$ cat config.mk
export PLATFORM = sky130hd
export DESIGN_NAME = carrier_lock_ctrl_flat
export DESIGN_NICKNAME = d
export VERILOG_FILES = /design/src/rtl/carrier_lock_ctrl_pkg.sv /design/src/rtl/carrier_lock_ctrl_if.sv /design/src/rtl/carrier_lock_ctrl_abs_win_acc.sv /design/src/rtl/carrier_lock_ctrl.sv /design/src/flat_wrapper.sv
export SDC_FILE = /design/constraint.sdc
export NUM_CORES = 1
export LEC_CHECK = 0
export ABC_AREA = 1
export BUFFER_PORTS_ARGS = -buffer_cell sky130_fd_sc_hd__buf_2
export CAP_MARGIN = 40
export CELL_PAD_IN_SITES_DETAIL_PLACEMENT = 2
export CELL_PAD_IN_SITES_GLOBAL_PLACEMENT = 2
export CORE_MARGIN = 5
export CORE_UTILIZATION = 31
export CTS_CLUSTER_SIZE = 40
export DETAILED_ROUTE_END_ITERATION = 16
export PLACE_DENSITY = 0.74
export SLEW_MARGIN = 40
export SYNTH_ARGS = -nofsm -noshare
export SYNTH_HDL_FRONTEND = slang
export SYNTH_HIERARCHICAL = 1
export SYNTH_SLANG_ARGS = --single-unit
$ cat constraint.sdc
create_clock -name sys_clk -period 3.2 [get_ports sys_clk]
set_input_delay 0.64 -clock sys_clk [delete_from_list [all_inputs] [get_ports sys_clk]]
set_output_delay 0.64 -clock sys_clk [all_outputs]
set_load 0.03 [all_outputs]
$ cat src/rtl/carrier_lock_ctrl_pkg.sv
// Shared codes and helpers for the Costas-loop lock sequencer.
// Optional ACQ timeout is enabled with CSYNC_TIMEOUT_EN.
package carrier_lock_ctrl_pkg;

    typedef enum logic [1:0] {
        ST_IDLE   = 2'd0,
        ST_ACQ    = 2'd1,
        ST_VERIFY = 2'd2,
        ST_TRACK  = 2'd3
    } state_e;

    localparam logic [1:0] GAIN_WIDE   = 2'd2;
    localparam logic [1:0] GAIN_MED    = 2'd1;
    localparam logic [1:0] GAIN_NARROW = 2'd0;

    localparam int CNT_W = 8;
    localparam int TO_W  = 16;

    // -32768 has no positive twin, so it clamps instead of wrapping
    function automatic logic [15:0] sat_abs(input logic [15:0] x);
        if (x == 16'h8000) return 16'h7fff;
        else if (x[15]) return ~x + 16'd1;
        else return x;
    endfunction

    function automatic logic [1:0] gain_of(input state_e s);
        logic [1:0] g;
        g = GAIN_WIDE;
        unique case (s)
            ST_VERIFY: g = GAIN_MED;
            ST_TRACK:  g = GAIN_NARROW;
            default:   g = GAIN_WIDE;
        endcase
        return g;
    endfunction

endpackage

$ cat src/rtl/carrier_lock_ctrl_if.sv
// Detector-side inputs and loop-control outputs of the lock sequencer.
// master drives samples/start, slave is the sequencer.
interface carrier_lock_if;
    logic        start;
    logic [15:0] phase_error;
    logic        pe_valid;
    logic        loop_en;
    logic [1:0]  gain_sel;
    logic        nco_clr;
    logic        locked;
    logic [1:0]  state_o;
    logic [15:0] err_mean;
    logic        err_mean_vld;

    modport master (
        output start, phase_error, pe_valid,
        input  loop_en, gain_sel, nco_clr, locked,
        input  state_o, err_mean, err_mean_vld
    );

    modport slave (
        input  start, phase_error, pe_valid,
        output loop_en, gain_sel, nco_clr, locked,
        output state_o, err_mean, err_mean_vld
    );
endinterface

$ cat src/rtl/carrier_lock_ctrl_abs_win_acc.sv
// Windowed mean of saturated |x|; done/mean are combinational on the
// closing sample so the caller can register them at the same edge.
module abs_win_acc
    import carrier_lock_ctrl_pkg::*;
#(
    parameter int WIN_LOG2 = 8
) (
    input  logic        clk,
    input  logic        rst_n,
    input  logic        clr,
    input  logic        en,
    input  logic [15:0] x,
    output logic        done_o,
    output logic [15:0] mean_o
);
    localparam int SW = 16 + WIN_LOG2;

    logic [WIN_LOG2-1:0] cnt_q, cnt_d;
    logic [SW-1:0]       sum_q, sum_d, sum_nx;
    logic [15:0]         mag;

    always_comb begin
        mag    = sat_abs(x);
        sum_nx = sum_q + SW'(mag);
        done_o = en && (cnt_q == '1);
        mean_o = 16'(sum_nx >> WIN_LOG2);
        cnt_d  = cnt_q;
        sum_d  = sum_q;
        if (clr) begin
            cnt_d = '0;
            sum_d = '0;
        end else if (en) begin
            cnt_d = cnt_q + 1'b1;
            sum_d = done_o ? '0 : sum_nx;
        end
    end

    always_ff @(posedge clk or negedge rst_n) begin
        if (!rst_n) begin
            cnt_q <= '0;
            sum_q <= '0;
        end else begin
            cnt_q <= cnt_d;
            sum_q <= sum_d;
        end
    end

endmodule

$ cat src/rtl/carrier_lock_ctrl.sv
// ACQ->VERIFY->TRACK sequencer for the QPSK Costas loop.
// Define CSYNC_TIMEOUT_EN to restart the NCO after ACQ_TO idle ACQ windows.
module carrier_lock_ctrl
    import carrier_lock_ctrl_pkg::*;
#(
    parameter int          WIN_LOG2   = 8,
    parameter logic [15:0] LOCK_TH    = 16'd1200,
    parameter logic [15:0] UNLOCK_TH  = 16'd2400,
    parameter int          LOCK_CNT   = 4,
    parameter int          UNLOCK_CNT = 3,
    parameter int          ACQ_TO     = 64
) (
    input logic           sys_clk,
    input logic           sys_rst_n,
    carrier_lock_if.slave bus
);
    if (UNLOCK_TH < LOCK_TH) begin : g_th_chk
        $error("UNLOCK_TH below LOCK_TH");
    end
    if (ACQ_TO < 1) begin : g_to_chk
        $error("ACQ_TO must be positive");
    end

    state_e             state_q, state_d;
    logic [CNT_W-1:0]   good_q, good_d;
    logic [CNT_W-1:0]   bad_q, bad_d;
    logic               loop_en_q, loop_en_d;
    logic [1:0]         gain_q, gain_d;
    logic               nco_clr_q, nco_clr_d;
    logic               locked_q, locked_d;
    logic [15:0]        mean_q, mean_d;
    logic               vld_q, vld_d;
`ifdef CSYNC_TIMEOUT_EN
    logic [TO_W-1:0]    to_q, to_d;
`endif

    logic        acc_en, acc_clr, win_done;
    logic [15:0] win_mean;
    logic        good, bad;

    assign acc_en = bus.pe_valid && (state_q != ST_IDLE);

    abs_win_acc #(.WIN_LOG2(WIN_LOG2)) u_acc (
        .clk    (sys_clk),
        .rst_n  (sys_rst_n),
        .clr    (acc_clr),
        .en     (acc_en),
        .x      (bus.phase_error),
        .done_o (win_done),
        .mean_o (win_mean)
    );

    assign good = win_mean < LOCK_TH;
    assign bad  = win_mean > UNLOCK_TH;

    always_comb begin
        state_d   = state_q;
        good_d    = good_q;
        bad_d     = bad_q;
        nco_clr_d = 1'b0;
        vld_d     = 1'b0;
        mean_d    = mean_q;
        acc_clr   = 1'b0;
`ifdef CSYNC_TIMEOUT_EN
        to_d      = to_q;
`endif
        if (state_q == ST_IDLE) begin
            if (bus.start) begin
                state_d   = ST_ACQ;
                nco_clr_d = 1'b1;
                acc_clr   = 1'b1;
                good_d    = '0;
                bad_d     = '0;
            end
        end else if (!bus.start) begin
            // stop wins over a window closing in the same cycle
            state_d   = ST_IDLE;
            nco_clr_d = 1'b1;
            acc_clr   = 1'b1;
            good_d    = '0;
            bad_d     = '0;
        end else if (win_done) begin
            vld_d  = 1'b1;
            mean_d = win_mean;
            unique case (state_q)
                ST_ACQ: begin
                    if (good) begin
                        state_d = ST_VERIFY;
                        good_d  = CNT_W'(1);
                    end
`ifdef CSYNC_TIMEOUT_EN
                    else if (int'(to_q) + 1 >= ACQ_TO) begin
                        nco_clr_d = 1'b1;
                        to_d      = '0;
                    end else begin
                        to_d = to_q + 1'b1;
                    end
`endif
                end
                ST_VERIFY: begin
                    if (!good) begin
                        state_d = ST_ACQ;
                        acc_clr = 1'b1;
                        good_d  = '0;
                        bad_d   = '0;
                    end else if (int'(good_q) + 1 >= LOCK_CNT) begin
                        state_d = ST_TRACK;
                        good_d  = '0;
                        bad_d   = '0;
                    end else begin
                        good_d = good_q + 1'b1;
                    end
                end
                ST_TRACK: begin
                    if (bad) begin
                        if (int'(bad_q) + 1 >= UNLOCK_CNT) begin
                            state_d   = ST_ACQ;
                            nco_clr_d = 1'b1;
                            acc_clr   = 1'b1;
                            good_d    = '0;
                            bad_d     = '0;
                        end else begin
                            bad_d = bad_q + 1'b1;
                        end
                    end else if (good) begin
                        bad_d = '0;
                    end
                end
                ST_IDLE: ;
            endcase
        end
`ifdef CSYNC_TIMEOUT_EN
        if (state_d != ST_ACQ) to_d = '0;
`endif
        loop_en_d = state_d != ST_IDLE;
        gain_d    = gain_of(state_d);
        locked_d  = state_d == ST_TRACK;
    end

    always_ff @(posedge sys_clk or negedge sys_rst_n) begin
        if (!sys_rst_n) begin
            state_q   <= ST_IDLE;
            good_q    <= '0;
            bad_q     <= '0;
            loop_en_q <= 1'b0;
            gain_q    <= GAIN_WIDE;
            nco_clr_q <= 1'b0;
            locked_q  <= 1'b0;
            mean_q    <= '0;
            vld_q     <= 1'b0;
`ifdef CSYNC_TIMEOUT_EN
            to_q      <= '0;
`endif
        end else begin
            state_q   <= state_d;
            good_q    <= good_d;
            bad_q     <= bad_d;
            loop_en_q <= loop_en_d;
            gain_q    <= gain_d;
            nco_clr_q <= nco_clr_d;
            locked_q  <= locked_d;
            mean_q    <= mean_d;
            vld_q     <= vld_d;
`ifdef CSYNC_TIMEOUT_EN
            to_q      <= to_d;
`endif
        end
    end

    assign bus.loop_en      = loop_en_q;
    assign bus.gain_sel     = gain_q;
    assign bus.nco_clr      = nco_clr_q;
    assign bus.locked       = locked_q;
    assign bus.state_o      = state_q;
    assign bus.err_mean     = mean_q;
    assign bus.err_mean_vld = vld_q;

endmodule

$ cat src/flat_wrapper.sv
// flat-port wrapper written by rule: the top's interface ports become plain ports
module carrier_lock_ctrl_flat import carrier_lock_ctrl_pkg::*;
#(
    parameter int          WIN_LOG2   = 8,
    parameter logic [15:0] LOCK_TH    = 16'd1200,
    parameter logic [15:0] UNLOCK_TH  = 16'd2400,
    parameter int          LOCK_CNT   = 4,
    parameter int          UNLOCK_CNT = 3,
    parameter int          ACQ_TO     = 64
)
  (sys_clk, sys_rst_n, bus_start, bus_phase_error, bus_pe_valid, bus_loop_en, bus_gain_sel, bus_nco_clr, bus_locked, bus_state_o, bus_err_mean, bus_err_mean_vld);
  carrier_lock_if bus_i ();
  input logic sys_clk;
  input logic sys_rst_n;
  input wire logic [$bits(bus_i.start)-1:0] bus_start;
  input wire logic [$bits(bus_i.phase_error)-1:0] bus_phase_error;
  input wire logic [$bits(bus_i.pe_valid)-1:0] bus_pe_valid;
  output wire logic [$bits(bus_i.loop_en)-1:0] bus_loop_en;
  output wire logic [$bits(bus_i.gain_sel)-1:0] bus_gain_sel;
  output wire logic [$bits(bus_i.nco_clr)-1:0] bus_nco_clr;
  output wire logic [$bits(bus_i.locked)-1:0] bus_locked;
  output wire logic [$bits(bus_i.state_o)-1:0] bus_state_o;
  output wire logic [$bits(bus_i.err_mean)-1:0] bus_err_mean;
  output wire logic [$bits(bus_i.err_mean_vld)-1:0] bus_err_mean_vld;
  assign bus_i.start = bus_start;
  assign bus_i.phase_error = bus_phase_error;
  assign bus_i.pe_valid = bus_pe_valid;
  assign bus_loop_en = bus_i.loop_en;
  assign bus_gain_sel = bus_i.gain_sel;
  assign bus_nco_clr = bus_i.nco_clr;
  assign bus_locked = bus_i.locked;
  assign bus_state_o = bus_i.state_o;
  assign bus_err_mean = bus_i.err_mean;
  assign bus_err_mean_vld = bus_i.err_mean_vld;
  carrier_lock_ctrl #(.WIN_LOG2(WIN_LOG2), .LOCK_TH(LOCK_TH), .UNLOCK_TH(UNLOCK_TH), .LOCK_CNT(LOCK_CNT), .UNLOCK_CNT(UNLOCK_CNT), .ACQ_TO(ACQ_TO)) u_core (.sys_clk(sys_clk), .sys_rst_n(sys_rst_n), .bus(bus_i));
endmodule
==> out/metrics.yaml, run 1 <==
status:
  status: "stopped before the end"
  haltStage: "global routing (5_1_grt)"
  stop_error: "[ERROR DPL-0033] detailed placement checks failed during check placement."
global_route:
  antenna_found_initial: 0
  grt_max_degree: 73
die:
  rows: 48
  ios: 44
  die_y_um: 143
  start_util_pct: 31.7
  die_w_um: 143
clock_network:
  cts_buffer_depth: 2
  numClockSinks: 72
  cts_htree_levels: 3
  cts_root_buf: "clkbuf_16"
  cts_inserted_buffers: 9
logic_synthesis:
  yosysTopAreaCell: "dfrtp_1"
  synth_area_leaders: "dfrtp_1 (32%), nand2_1 (20%), inv_1 (7.8%)"
  syn_area_mm2: 0.00550
  syn_nets: 878
  seq_area_frac_synth_pct: 32.8
  yosys_warnings: 6
  synth_seq_cells: 72
  syn-instance-count: 831
  synth_top_area_share_pct: 32.3
  ys_types: 44
  syn_avg_cell_area_um2: 6.61
placement:
  gp_congestion: 0.882
  dpl.hpwl_um: 17000
  portBuffers: 43
timing:
  grt-worst-endpoint: "u_core/u_acc/cnt_q[7]$_DFFE_PN0P_/D"
  endpoint_type: "register input"
## logic make-up after synthesis
group,synth area share (%)
flops,32.8
simple gates,41.6
xor+xnor,2.07
buf+inv,9.74
compound gates,7.54
fa+ha+maj,6.28
## synthesized netlist by cell type (all sizes together)
library cell,count
nor4,1
a22oi,1
nor2,98
inv,128
o21bai,2
clkinv,1
a22o,3
o211ai,1
nand3b,6
dfstp,1
and2,15
or2,4
nand3,60
a21boi,1
xnor2,7
nand2,303
clkbuf,6
o21ai,42
dfrtp,71
fa,1
nor3,8
nand4,14
buf,3
ha,26
a21oi,22
xor2,6
## through the flow
stage                     instance area [um^2]  utilization (%)  hold WS (ns)  std cells  worst slack [ns]
after detailed placement                  7110             41.0         0.480       1205             -1.89
after floorplan                           5760                -         0.344        831             -1.07
after global placement                    7110             41.0         0.449       1205             -1.63
after CTS                                 8440             48.6         0.341       1262             -1.02
## timing repair
item                                    CTS
setup buffers                            41
hold buffers                              0
endpoints found under the hold margin     0
pin swaps                                95
gates resized for setup                 175
endpoints found under the setup margin   54
gates cloned                              1
==> run 2, diff against run 1 <==
- CELL_PAD_IN_SITES_DETAIL_PLACEMENT: 2 -> not set
- CELL_PAD_IN_SITES_GLOBAL_PLACEMENT: 2 -> not set
- CORE_UTILIZATION: 31 -> 40
- CTS_CLUSTER_SIZE: 40 -> not set
- PLACE_DENSITY: 0.74 -> not set
- PLACE_DENSITY_LB_ADDON: not set -> 0.15
- clock period: 3.2 -> 4.16 ns (I/O delays scaled with it)
==> run 2 against run 1 <==
  * The flow now finishes, with violations (setup timing)
  * Synthesized cell count did not move
  * Synthesized area did not move
==> out/metrics.yaml, run 2 <==
critical_path:
  crit_fanout: 6
  ff2ff_setup_slack_ns: 0.71
  slowest_stage: "ha_4"
  startpoint: "bus_phase_error[1]"
  cpMostUsedCell: "nor2_4"
  crit_family: "simple AND/OR/NAND/NOR gates"
  path_buf_inv: 7
  cp_data_arrival_time_ns: 4.62
  critPathMaxStageDelay_ns: 0.24
  worstPathRequired_ns: 4.43
  setup.worst_path.end_class: "flip-flop"
  cp-start-kind: "input port"
  critical_path_class: "input port to flip-flop"
  r2r_start: "u_core/u_acc/sum_q[0]"
finish:
  final_cell_count_no_fill: 1197
  fillCellCount: 1194
  largest_register_ffs: 24
  largest_register: "u_core/u_acc/sum_q"
  fin_area_mm2: 0.00837
  diodes: 0
  layout_commonest_cell: "nand2_1"
  area_delta_synth_final_pct: 52.3
  final_cell_mix: "nand2_1 (215), buf_4 (126), inv_1 (92)"
  layout-drive-gt1-share_pct: 45.5
  fin_util_pct: 62.7
  nNetsFinal: 1064
logic_synthesis:
  syn_area_mm2: 0.00550
  syn_nets: 878
  synth-main-ff-cell: "dfrtp_1"
  synth.most_common_cell: "nand2_1"
  yosys_warnings: 6
  synth_seq_cells: 72
  synth-async-reset-ratio_pct: 100
  yosysTopAreaCell: "dfrtp_1"
  seq_area_frac_synth_pct: 32.8
  syn-instance-count: 831
  synthTopCellsByCount: "nand2_1 (288), inv_1 (114), nor2_1 (72)"
  syn_avg_cell_area_um2: 6.61
  synth_top_area_share_pct: 32.3
  ys_types: 44
  synth-edff-count: 0
  synth_area_leaders: "dfrtp_1 (32%), nand2_1 (20%), inv_1 (7.8%)"
power_and_ir_drop:
  p_sw_uw: 864
  p_leak_uw: 0.00430
  seqPwrFrac_pct: 30.2
  power_density_mw_per_mm2: 303
  swShare_pct: 34.1
  pwr-share-clk_pct: 30.5
  ir_drop_v: 0.000188
  p_int_uw: 1670
  comb_power_share_pct: 39.4
clock_network:
  cts_tree: "built"
  numClockSinks: 72
  cts_htree_levels: 3
  clk_pin_slew_ns: 0.06
  postCtsHoldBufs: 0
  cts_root_buf: "clkbuf_16"
  cts_inserted_buffers: 9
  clock_latency_ns: 0.34
  cts_buffer_depth: 2
die:
  ios: 44
  rows: 42
  coreArea_mm2: 0.0133
  start_util_pct: 41.2
  die_y_um: 127
  die_w_um: 127
  die_area_mm2: 0.0162
timing:
  worst_hold_slack_ns: 0.465
  worst_slack_ns: -0.187
  finalCriticalPeriod_ns: 4.35
  worst_pin_slew_ns: 0.671
  final_hold_viol_count: 0
  finalClockSkew_ns: 0.00604
  tns_ns: -1.04
  rsz0062_at_grt: "true"
  slew-limit-headroom_pct: 55.3
  setup_violations: 17
  slew_violations: 0
  clock.fmax_mhz: 230
  timing.final.crit_share_pct: 104
global_route:
  overflow: 0
  global_route.usage.total_pct: 19.5
  grt_pass1_vias: 5427
  grt_pass1_wl_um: 25500
  grt_max_degree: 73
  antenna_found_initial: 0
route:
  drt-total-wl_um: 16100
  drc_errors: 0
  dr_total_vias: 5742
  post_drt_wl_per_cell_um: 13.4
  ant_nets: 0
  firstDrtPassIters: 5
  drtIter0Drc: 298
  vias_per_cell: 4.80
placement:
  gp_congestion: 0.912
  dpl.hpwl_um: 11100
  placed_cells: 1144
  post_dp_cell_area_mm2: 0.00691
  portBuffers: 43
status:
  violations: "setup timing"
  status: "finished with violations"
hold_path:
  hold_path.startpoint: "u_core/bus.err_mean[8]"
  hp-class: "flip-flop to flip-flop"
job:
  maxCapViolCount: 0
-- run 2: cell counts after synthesis --
Identical to the previous run, type by type.
-- run 2: cell families after synthesis --
| kind of cell | after synthesis | share of synthesized area [%] |
|---|---|---|
| simple gates | 509 | 41.6 |
| flops | 72 | 32.8 |
| compound gates | 72 | 7.54 |
| buf+inv | 138 | 9.74 |
| fa+ha+maj | 27 | 6.28 |
| xor+xnor | 13 | 2.07 |
-- run 2: metal layers --
layer / up-vias / wire length (um) / global-route usage, %
met5: - / 0 / 0
met4: 0 / 344 / 6.69
met3: 28 / 610 / 3.21
met2: 104 / 8010 / 32.5
met1: 2648 / 7130 / 25.8
li1: 2962 / - / -
-- run 2: final cells by class --
type	count	area, um^2	area share (%)
clock buffers	12	246	2.95
clock inverters	3	42.5	0.508
inverters	129	534	6.38
multi-input cells	621	4170	49.8
flip-flops and latches	72	1800	21.5
well taps	176	220	2.63
repair buffers	184	1360	16.2
-- run 2: path summary, 6_finish.rpt --
check / cells past startpoint / to
hold / removal: 2 / u_core/bus.err_mean[8]
max in group asynchronous: 1 / u_core/u_acc/sum_q[23]
setup / recovery: 36 / u_core/u_acc/cnt_q[5]
setup reg to reg: 28 / u_core/u_acc/cnt_q[5]
hold reg to reg: 2 / u_core/bus.err_mean[8]
min in group asynchronous: 1 / u_core/good_q[6]
-- run 2: through the flow --
step           power (uW)  worst slack (ns)
6_report             2530            -0.187
5_1_grt              2670            -0.509
4_1_cts              2430           -0.0867
3_5_place_dp         1530            -0.860
3_3_place_gp         1520            -0.810
2_1_floorplan        1190            -0.299
-- run 2: repair_timing --
action,CTS,global route
setup endpoints to repair,40,51
resized for setup,105,149
setup buffers,12,28
gates cloned,1,0
pin swaps,66,88
-- run 2: worst register-to-register path, delay by kind of cell (launching register included) --
family          cells  cell delay (ns)
fa+ha+maj           2             0.55
flops               1             0.39
compound gates      4             0.51
buf+inv             7             0.68
simple gates       15             1.27
-- run 2: power by group through the flow --
stage	clock, uW	sequential, uW	combinational [uW]
global route	819	769	1090
finish	772	765	997
global placement	0	773	752
CTS	791	763	877
detailed placement	0	773	755
floorplan	0	773	416
Power figures use the tool's default switching activity.
